--- src/rtl/apb_cmd_master.sv ---
// APB command master: takes one command at a time from a valid/ready command
// port, runs it as a single APB transfer (SETUP then ACCESS with wait states),
// and returns the read data and completion status on a valid/ready response port.
// A wait counter aborts transfers whose responder never asserts pready.
module apb_cmd_master #(
  parameter int unsigned TIMEOUT_CYCLES = 256
) (
  input  logic        pclk,
  input  logic        presetn,
  // command port
  input  logic        cmd_valid,
  output logic        cmd_ready,
  input  logic        cmd_write,
  input  logic [31:0] cmd_addr,
  input  logic [31:0] cmd_wdata,
  // response port
  output logic        rsp_valid,
  input  logic        rsp_ready,
  output logic [31:0] rsp_rdata,
  output logic [1:0]  rsp_err,
  // APB initiator
  output logic        psel,
  output logic        penable,
  output logic        pwrite,
  output logic [31:0] paddr,
  output logic [31:0] pwdata,
  input  logic [31:0] prdata,
  input  logic        pready,
  input  logic        pslverr
);

  localparam int unsigned CW = $clog2(TIMEOUT_CYCLES + 1);
  // counter value during the final permitted ACCESS cycle
  localparam logic [CW-1:0] WAIT_LAST = CW'(TIMEOUT_CYCLES - 1);
  localparam logic [CW-1:0] WAIT_MAX  = CW'(TIMEOUT_CYCLES);

  localparam logic [31:0] ADDR_MASK = 32'hFFFF_FFFC;

  localparam logic [1:0] ERR_OK      = 2'b00;
  localparam logic [1:0] ERR_SLV     = 2'b01;
  localparam logic [1:0] ERR_TIMEOUT = 2'b10;

  typedef enum logic [1:0] {
    ST_IDLE,
    ST_SETUP,
    ST_ACCESS,
    ST_RESP
  } state_t;

  state_t        state_q,     state_d;
  logic          cmd_ready_q, cmd_ready_d;
  logic          psel_q,      psel_d;
  logic          penable_q,   penable_d;
  logic          pwrite_q,    pwrite_d;
  logic [31:0]   paddr_q,     paddr_d;
  logic [31:0]   pwdata_q,    pwdata_d;
  logic          rsp_valid_q, rsp_valid_d;
  logic [31:0]   rsp_rdata_q, rsp_rdata_d;
  logic [1:0]    rsp_err_q,   rsp_err_d;
  logic [CW-1:0] wait_cnt_q,  wait_cnt_d;

  // Next state, transfer capture, completion/timeout decode; all outputs are
  // derived from the next state so they come straight off flops.
  always_comb begin
    state_d     = state_q;
    pwrite_d    = pwrite_q;
    paddr_d     = paddr_q;
    pwdata_d    = pwdata_q;
    rsp_rdata_d = rsp_rdata_q;
    rsp_err_d   = rsp_err_q;
    wait_cnt_d  = wait_cnt_q;

    case (state_q)
      ST_IDLE: begin
        if (cmd_valid) begin
          state_d  = ST_SETUP;
          pwrite_d = cmd_write;
          paddr_d  = cmd_addr & ADDR_MASK;
          pwdata_d = cmd_wdata;
        end
      end

      ST_SETUP: begin
        state_d    = ST_ACCESS;
        wait_cnt_d = '0;
      end

      ST_ACCESS: begin
        if (pready) begin
          // a responder finishing on the last permitted cycle still wins
          state_d     = ST_RESP;
          rsp_rdata_d = pwrite_q ? '0 : prdata;
          rsp_err_d   = pslverr ? ERR_SLV : ERR_OK;
        end else begin
          if (wait_cnt_q != WAIT_MAX) begin
            wait_cnt_d = wait_cnt_q + CW'(1);
          end
          if (wait_cnt_q == WAIT_LAST) begin
            state_d     = ST_RESP;
            rsp_rdata_d = '0;
            rsp_err_d   = ERR_TIMEOUT;
          end
        end
      end

      ST_RESP: begin
        if (rsp_ready) begin
          state_d = ST_IDLE;
        end
      end

      default: begin
        state_d = ST_IDLE;
      end
    endcase

    cmd_ready_d = (state_d == ST_IDLE);
    psel_d      = (state_d == ST_SETUP) || (state_d == ST_ACCESS);
    penable_d   = (state_d == ST_ACCESS);
    rsp_valid_d = (state_d == ST_RESP);
  end

  // State and registered outputs; reset drops any transfer in flight.
  always_ff @(posedge pclk or negedge presetn) begin
    if (!presetn) begin
      state_q     <= ST_IDLE;
      cmd_ready_q <= 1'b0;
      psel_q      <= 1'b0;
      penable_q   <= 1'b0;
      pwrite_q    <= 1'b0;
      paddr_q     <= '0;
      pwdata_q    <= '0;
      rsp_valid_q <= 1'b0;
      rsp_rdata_q <= '0;
      rsp_err_q   <= ERR_OK;
      wait_cnt_q  <= '0;
    end else begin
      state_q     <= state_d;
      cmd_ready_q <= cmd_ready_d;
      psel_q      <= psel_d;
      penable_q   <= penable_d;
      pwrite_q    <= pwrite_d;
      paddr_q     <= paddr_d;
      pwdata_q    <= pwdata_d;
      rsp_valid_q <= rsp_valid_d;
      rsp_rdata_q <= rsp_rdata_d;
      rsp_err_q   <= rsp_err_d;
      wait_cnt_q  <= wait_cnt_d;
    end
  end

  assign cmd_ready = cmd_ready_q;
  assign psel      = psel_q;
  assign penable   = penable_q;
  assign pwrite    = pwrite_q;
  assign paddr     = paddr_q;
  assign pwdata    = pwdata_q;
  assign rsp_valid = rsp_valid_q;
  assign rsp_rdata = rsp_rdata_q;
  assign rsp_err   = rsp_err_q;

endmodule

--- config.mk ---
export PLATFORM = sky130hd
export DESIGN_NAME = apb_cmd_master
export DESIGN_NICKNAME = d
export VERILOG_FILES = /design/src/rtl/apb_cmd_master.sv
export SDC_FILE = /design/constraint.sdc
export NUM_CORES = 1
export LEC_CHECK = 0
export ABC_AREA = 1
export CAP_MARGIN = 20
export CORE_MARGIN = 3
export CORE_UTILIZATION = 38
export DETAILED_ROUTE_END_ITERATION = 8
export PLACE_DENSITY_LB_ADDON = 0.25
export SLEW_MARGIN = 10
export SYNTH_ARGS = -nofsm -noshare
export SYNTH_HDL_FRONTEND = slang
export SYNTH_SLANG_ARGS = --single-unit
export TNS_END_PERCENT = 100
--- constraint.sdc ---
create_clock -name pclk -period 1.8 [get_ports pclk]
set_input_delay 0.45 -clock pclk [delete_from_list [all_inputs] [get_ports pclk]]
set_output_delay 0.45 -clock pclk [all_outputs]
set_load 0.01 [all_outputs]
# Yosys cells after proc, flatten, opt, wreduce, memory -nomap -nowiden
# Index checks and enable logic that the tools add are counted.
# word_totals
input_bits,103
output_inout_bits,103
register_bits,112
word_cells,44
# classes
muxes,14
n_reduce_logical,8
n_eq_ne,10
add_sub_neg,1
# op_table
operator,n
$mux W32,3
$mux W9,2
$pmux W9 S2,1
$mux W2,6
$add A9 B1 Y9 const B,1
$eq A9 B8 Y1 const B,1
$ne A9 B9 Y1 const B,1
$eq A2 B2 Y1 const B,4
$pmux W2 S4,1
$eq A2 B1 Y1 const B,2
$logic_not A2 Y1,2
$ne A2 B2 Y1 const B,2
$reduce_and A2 Y1,2
$reduce_bool A2 Y1,2
$reduce_and A3 Y1,1
$logic_or A1 B1 Y1,1
$mux W1,1

# Longest topological paths before layout
# depth
ltp_word,6
mapped_depth,12
mapped_depth_nobuf,12

# Least setup slack after synthesis
# OpenSTA, ideal clock, no wires.
# synth_timing
path_type,register to register
startpoint,reg wait_cnt_q[0]
endpoint,reg psel_q (netlist: psel)
stages_incl_launch_ff,13
arrival_ns,1.692
path_buffers,0
setup_time_ns,0.126
period_less_slack_ns,1.818
required_time_ns,1.674
setup_slack_ns,-0.018
path_cell_list,dfrtp_1 -> ha_1 -> nand2_1 -> nor2_1 -> nand2_1 -> nor2_1 -> ha_1 -> nand2_1 -> nand2_1 -> nor2_1 -> nand2_1 -> inv_1 -> ha_1
# synth_between
elab_chain_len,6
elab_cells_between_ends,7
classes_between,eq/ne (3); mux (3); reduce/logical (1)
# synth_lines
element,line_no,source
start: declaration,60,"logic [CW-1:0] wait_cnt_q, wait_cnt_d;"
start signal: assignment,148,wait_cnt_q <= wait_cnt_d;
$eq A9 B8 Y1 *,98,if (wait_cnt_q == WAIT_LAST) begin
$mux W2 *,98,
$mux W2 *,89,if (pready) begin
$pmux W2 S4 *,73,case (state_q)
net state_d[0],50,"state_t state_q, state_d;"
$eq A2 B1 Y1 / $eq A2 B2 Y1 (equally long branches),118,psel_d = (state_d == ST_SETUP) || (state_d == ST_ACCESS);
$logic_or A1 B1 Y1 *,118,
net psel_d,52,"logic psel_q, psel_d;"
end signal: assignment,140,psel_q <= psel_d;
end: declaration,52,
# Mark *: on every way through the listed nets, which the timed path passes. The rest lies on a longest branch.
# A chain may end at the register's enable or synchronous reset.

# Worst setup path in the final report
# layout_timing
startpoint,reg wait_cnt_q[0]
endpoint,reg rsp_valid_q (netlist: rsp_valid)
# layout_between
elab_chain_len,5
# layout_lines
element,line_no,source
$eq A9 B8 Y1,98,
$mux W2,98,
$mux W2,89,
$pmux W2 S4,73,
net state_d[0],50,
$eq A2 B2 Y1,120,rsp_valid_d = (state_d == ST_RESP);
net rsp_valid_d,57,"logic rsp_valid_q, rsp_valid_d;"
end signal: assignment,145,rsp_valid_q <= rsp_valid_d;
end: declaration,57,
# The timed path passes the listed nets, and every way through them passes these cells.

==> flow_summary.yaml <==
run_status:
  run_status: "finished, final reports clean"
worst_setup_path:
  crit_start: "wait_cnt_q[0]"
  worstReg2RegStart: "wait_cnt_q[0]"
  crit_fanout: 2
  regToRegEndpoint: "rsp_valid"
  worst_setup_slack_for_register_to_register_paths_ns: 0.06
  crit_path_end_kind: "flop"
  cp_data_required_time_ns: 2.04
  cp_data_arrival_time_ns: 1.98
  critPathLaunchType: "flop"
  timing.reg2reg.worst_path_depth: 12
  critPathKind: "reg2reg"
  cp-endpoint: "rsp_valid"
logic_synthesis:
  yosysMostFrequentCell: "sky130_fd_sc_hd__dfrtp_1"
  avgSynthCellArea_um2: 12.0
  yosys_register_bits: 112
  synth-compound-area-share_pct: 6.44
  synth_top_cells_by_area: "sky130_fd_sc_hd__dfrtp_1 (60%), sky130_fd_sc_hd__mux2_2 (13%), sky130_fd_sc_hd__o21ai_2 (5.6%)"
  synth-edff-count: 0
  post_synth_num_cell_types: 27
  synthXorXnorAreaFrac_pct: 0.186
  postSynthCellCount: 393
  synthesis.yosys.warnings: 0
  synth.largest_area_cell: "sky130_fd_sc_hd__dfrtp_1"
  post_synth_mux_area_share_pct: 15.1
  synth_flop_cell: "sky130_fd_sc_hd__dfrtp_1"
  synthArstFlopShare_pct: 100
  synth.top_cell.area_share_pct: 59.6
  yosys.area_share.simple_pct: 10.2
  synthAdderAreaFrac_pct: 1.60
  largest_family_of_logic_cells_by_synthesized_area: "multiplexers"
  post_synth_most_frequent_cells: "sky130_fd_sc_hd__dfrtp_1 (112), sky130_fd_sc_hd__mux2_2 (54), sky130_fd_sc_hd__inv_1 (49)"
  netlist_area_um2: 4700
  synth_sequential_area_ratio_pct: 59.6
placement:
  area_after_detailed_placement_um2: 7020
  detailed_place_hpwl_um: 8410
  port_buffers: 201
  place_ws_ns: -0.152
  gp_routability_congestion: 0.807
final_layout:
  area_growth_pct: 57.3
  insertedDiodeCount: 0
  drive_gt1_share_pct: 23.3
  fin_nets: 723
  finalInstanceArea_um2: 7390
pwr:
  ir_drop_v: 0.000704
  power_leakage_nw: 3.36
  total_power_mw: 11.5
  total_power_density_per_cell_area_nw_per_um2: 1560
sta:
  whs_ns: 0.0859
  final_hold_viol_count: 0
  skew_final_ns: 0.00859
  grt_setup_unrepaired: "yes"
  finalSetupViolCount: 0
  fin_setup_tns_ns: 0
  max_clock_freq_mhz: 574
  setup_ws_ns: 0.0587
  crit_path_time_final_ns: 1.74
  final_min_period_over_clock_period_pct: 96.7
  timing.final.max_slew_violations: 0
die:
  total_die_area_um2: 13700
  start_util_pct: 40.0
  rows: 39
  die_y_um: 117
  coreArea_um2: 11800
  num_io_pins: 206
  fp.dieW_um: 117
cts:
  worst_setup_hold_path_clk_slew_ns: 0.07
  htree_levels: 3
  ctsLongestPathBuffers: 2
  clock_tree_from_tritoncts: "built"
  clock_latency_ns: 0.35
  numCtsBuffers: 9
  ctsHoldBuffers: 0
  numClockSinks: 112
  buffer_cell_driving_the_clock_tree_root: "sky130_fd_sc_hd__clkbuf_16"
route:
  firstDrtPassIters: 4
  drt_drc_violations_left: 0
  detailedRoute.firstIterationViolations: 178
  count_of_vias_placed_by_the_detailed_router: 3569
  drt-wirelength-per-cell_um: 14.7
  wl_um: 11500
  ant_nets: 0
  routed_via_density: 4.56
global_route:
  globalRouteTotalUtil_pct: 16.7
  first_global_vias: 3616
  grtUsageMet2_pct: 27.3
  grt_use_met3_pct: 6.63
  grt_start_max_net_pins: 67
  grt_pass1_wl_um: 17900
  grtUsageMet1_pct: 20.2
  initial_antenna_violation_count: 0
  global_route.peak_usage_layer: "met2"
  grt-ovfl-total: 0
worst_hold_path:
  min-delay-path-class: "in2async"
flow_run:
  max_cap_violations: 0
[through the flow]
step | util (%) | instances
after global routing | 62.9 | 782
after CTS | 62.7 | 781
after global placement | 59.7 | 763
final | 62.9 | 782
after detailed placement | 59.7 | 763
after floorplan | - | 394
[layout by cell type (no fill, tap or decap), types with 9 or more instances in the layout]
cell | synthesis | final
sky130_fd_sc_hd__nor2_1 | 15 | 12
sky130_fd_sc_hd__inv_1 | 49 | 48
sky130_fd_sc_hd__nand3_1 | 45 | 45
sky130_fd_sc_hd__mux2_1 | 9 | 9
sky130_fd_sc_hd__nand2_1 | 35 | 30
sky130_fd_sc_hd__o21ai_2 | 30 | 30
sky130_fd_sc_hd__clkbuf_16 | 0 | 9
sky130_fd_sc_hd__dfrtp_1 | 112 | 112
sky130_fd_sc_hd__buf_4 | 8 | 20
sky130_fd_sc_hd__clkdlybuf4s50_1 | 0 | 198
sky130_fd_sc_hd__mux2_2 | 54 | 54
[report_power, final]
part           internal, mW  switching, mW
Combinational          3.16           2.18
Sequential             3.63          0.546
Clock                  1.09          0.912
[sequential cells by signal, summed over array words and instances (netlist names), 2 cells and up]
register	cells
state_q	2
wait_cnt_q	9
pwdata	32
rsp_err	2
rsp_rdata	32
paddr	30
[critical path: stages (launching register included)]
cell	delay, ns
sky130_fd_sc_hd__dfrtp_1	0.40
sky130_fd_sc_hd__ha_2	0.20
sky130_fd_sc_hd__nand2_2	0.08
sky130_fd_sc_hd__nor2_4	0.05
sky130_fd_sc_hd__nand2_2	0.08
sky130_fd_sc_hd__nor2_2	0.04
sky130_fd_sc_hd__ha_2	0.16
sky130_fd_sc_hd__nand2_2	0.08
sky130_fd_sc_hd__nand2_2	0.06
sky130_fd_sc_hd__nor2_2	0.09
sky130_fd_sc_hd__nand2_2	0.07
sky130_fd_sc_hd__buf_4	0.14
sky130_fd_sc_hd__ha_1	0.18
[layer usage]
| metal | part of all wire (%) | routed length (µm) |
|---|---|---|
| met3 | 11 | 1220 |
| met4 | 1.3 | 149 |
| met1 | 41 | 4680 |
| met5 | 0 | 0 |
| met2 | 47 | 5440 |
[what timing repair did]
item	in CTS	in global routing
resized for setup	10	5
setup endpoints to repair	15	40
pin swaps	6	8
buffers inserted	3	1
[final cells by class]
| cell class | count | area [µm²] |
|---|---|---|
| well taps | 164 | 205 |
| repair buffers | 226 | 2270 |
| clock inverters | 5 | 66.3 |
| inverters | 52 | 196 |
| flip-flops and latches | 112 | 2800 |
| clock buffers | 10 | 229 |
| fillers | 955 | 4370 |
| multi-input cells | 213 | 1630 |
[cells by family after synthesis]
logic type	count (synthesis)
mux	63
fa+ha+maj	6
simple gates	103
compound gates	38
flops	112
buf+inv	69
xor+xnor	1
other cells	1
[worst min path at each step]
stage / start / endpoint / slack (ns)
after floorplan: presetn / cmd_ready / 0.15
after global placement: presetn / pwdata[17] / 0.46
after detailed placement: presetn / pwdata[17] / 0.47
after CTS: presetn / pwdata[20] / 0.09
after global routing: presetn / pwdata[20] / 0.09
final: presetn / pwdata[20] / 0.09
Note: power is estimated with default switching activity, not from simulation.
==> edit, RTL diff (same settings) <==
Set the parameter `TIMEOUT_CYCLES` to 128 (it was 256).
--- a/src/rtl/apb_cmd_master.sv
+++ b/src/rtl/apb_cmd_master.sv
@@ -3,7 +3,7 @@
 // and returns the read data and completion status on a valid/ready response port.
 // A wait counter aborts transfers whose responder never asserts pready.
 module apb_cmd_master #(
-  parameter int unsigned TIMEOUT_CYCLES = 256
+  parameter int unsigned TIMEOUT_CYCLES = 128
 ) (
   input  logic        pclk,
   input  logic        presetn,
Behaviour: same outputs for any inputs over 10 cycles, from zero or initial values and one cycle with presetn low; that may be too few to reach the edited logic, so the function may still have changed.
==> edit against the original RTL <==
Sequential power is essentially flat; register-to-register slack gained 0.16 ns; area after synthesis fell by 3.5%; non-clock buffer count fell by 11; critical endpoint is now rsp_rdata[11]; highest routed layer unchanged; largest cell class unchanged; total power fell by 1.3%; final area down 4.0%; setup slack better by 0.021 ns; combinational power is 3.9% lower; sequential cell count down 1; routed wire length rose by 1.3%.
==> edit: results <==
group,metric,value,unit
route,viasPerCell,4.75,
timing,finClkSkew,0.00608,ns
final_layout,layout.nets,700,
route,routed_wl,11.6,mm
placement,place_congestion,0.869,
route,vias,3513,
grt,grt_use_total,17.8,%
grt,grt_pass1_vias,3684,
setup_path,crit_family,"buffers and inverters",
route,drtIter0Drc,140,
setup_path,slowest_delay,0.58,ns
final_layout,area_delta_synth_final,56.5,%
synthesis,synth-async-reset-ratio,100,%
setup_path,cp.arrival,1.27,ns
route,drtPass1Iterations,5,
clock_tree,cts_buffers,9,
placement,dp_hpwl,8.83,mm
status,status,"completed",
grt,grt_max_degree,51,
pwr,peakVddDrop,0.855,mV
final_layout,drive_gt1_share,16.8,%
placement,place_area,6780,µm²
setup_path,slowest_stage,"clkdlybuf4s50_1",
grt,grt_first_pass_wirelength,18.4,mm
synthesis,synth-seq-area-share,61.3,%
synthesis,synth_area_leaders,"dfrtp_1 61%, mux2_2 14%, nand2_1 7.9%",
synthesis,yosys.area.top_type_share,61.3,%
synthesis,synth.distinct_cells,23,
pwr,p_leak,0.00320,µW
synthesis,synthTopCellsByCount,"111 x dfrtp_1, 95 x nand2_1, 58 x mux2_2",
==> edit: cell count changes in the layout (fill, tap and decap cells not counted), moves of 6 or more <==
cell     unedited run  this run
nand2_1            30        95
inv_1              48        12
o21ai_2            30         0
buf_4              20         9
nand2_2             6         0
==> edit: timing repair <==
action	CTS	global route
resized for setup	1	0
setup endpoints to repair	1	0
setup buffers	0	0
==> edit: layout make-up <==
| cell class | count | share of cell area [%] |
|---|---|---|
| sequential | 111 | 39.1 |
| multi-input combinational | 240 | 22.2 |
| clock buffer | 12 | 3.76 |
| timing repair buffer | 215 | 30.8 |
| inverter | 15 | 0.794 |
| clock inverter | 4 | 0.723 |
| tap | 143 | 2.52 |
==> edit: per-layer routing <==
layer	track usage [%]	up-vias	part of all wire (%)
met4	7.43	0	2.2
met1	20.1	1712	38
met3	5.42	14	6.5
met5	0	-	0
li1	-	1676	-
met2	31.3	111	53
==> edit: cells by family after synthesis <==
kind of cell	Yosys count	share of synthesized area, %
compound gates	5	0.552
xor+xnor	1	0.193
fa+ha+maj	5	1.38
buf+inv	32	4.06
flops	111	61.3
mux	63	15.6
other cells	1	0.0827
simple gates	164	16.8
==> edit: worst paths after layout <==
kind / start / end / slack, ns / depth (start not counted)
min in group pclk: pwdata[28] / pwdata[28] / 0.49 / 1
worst min-delay path: presetn / paddr[15] / 0.02 / 1
worst max register to register: wait_cnt_q[0] / rsp_rdata[22] / 0.22 / 7
worst min register to register: pwdata[28] / pwdata[28] / 0.49 / 1
worst max-delay path: rsp_rdata[11] / rsp_rdata[11] / 0.08 / 1
max in group asynchronous: presetn / rsp_rdata[13] / 1.14 / 2
==> edit: power by group <==
| group | total [µW] | internal [µW] | switching [µW] |
|---|---|---|---|
| sequential | 4180 | 3600 | 582 |
| clock | 2070 | 1200 | 873 |
| combinational | 5130 | 3020 | 2100 |
==> edit: through the flow <==
step	setup slack, ns	hold WS (ns)
final	0.0797	0.0215
after global routing	0.0164	0.0381
after CTS	0.0468	0.0223
after detailed placement	0.00589	0.402
after global placement	0.0146	0.398
after floorplan	0.342	0.154
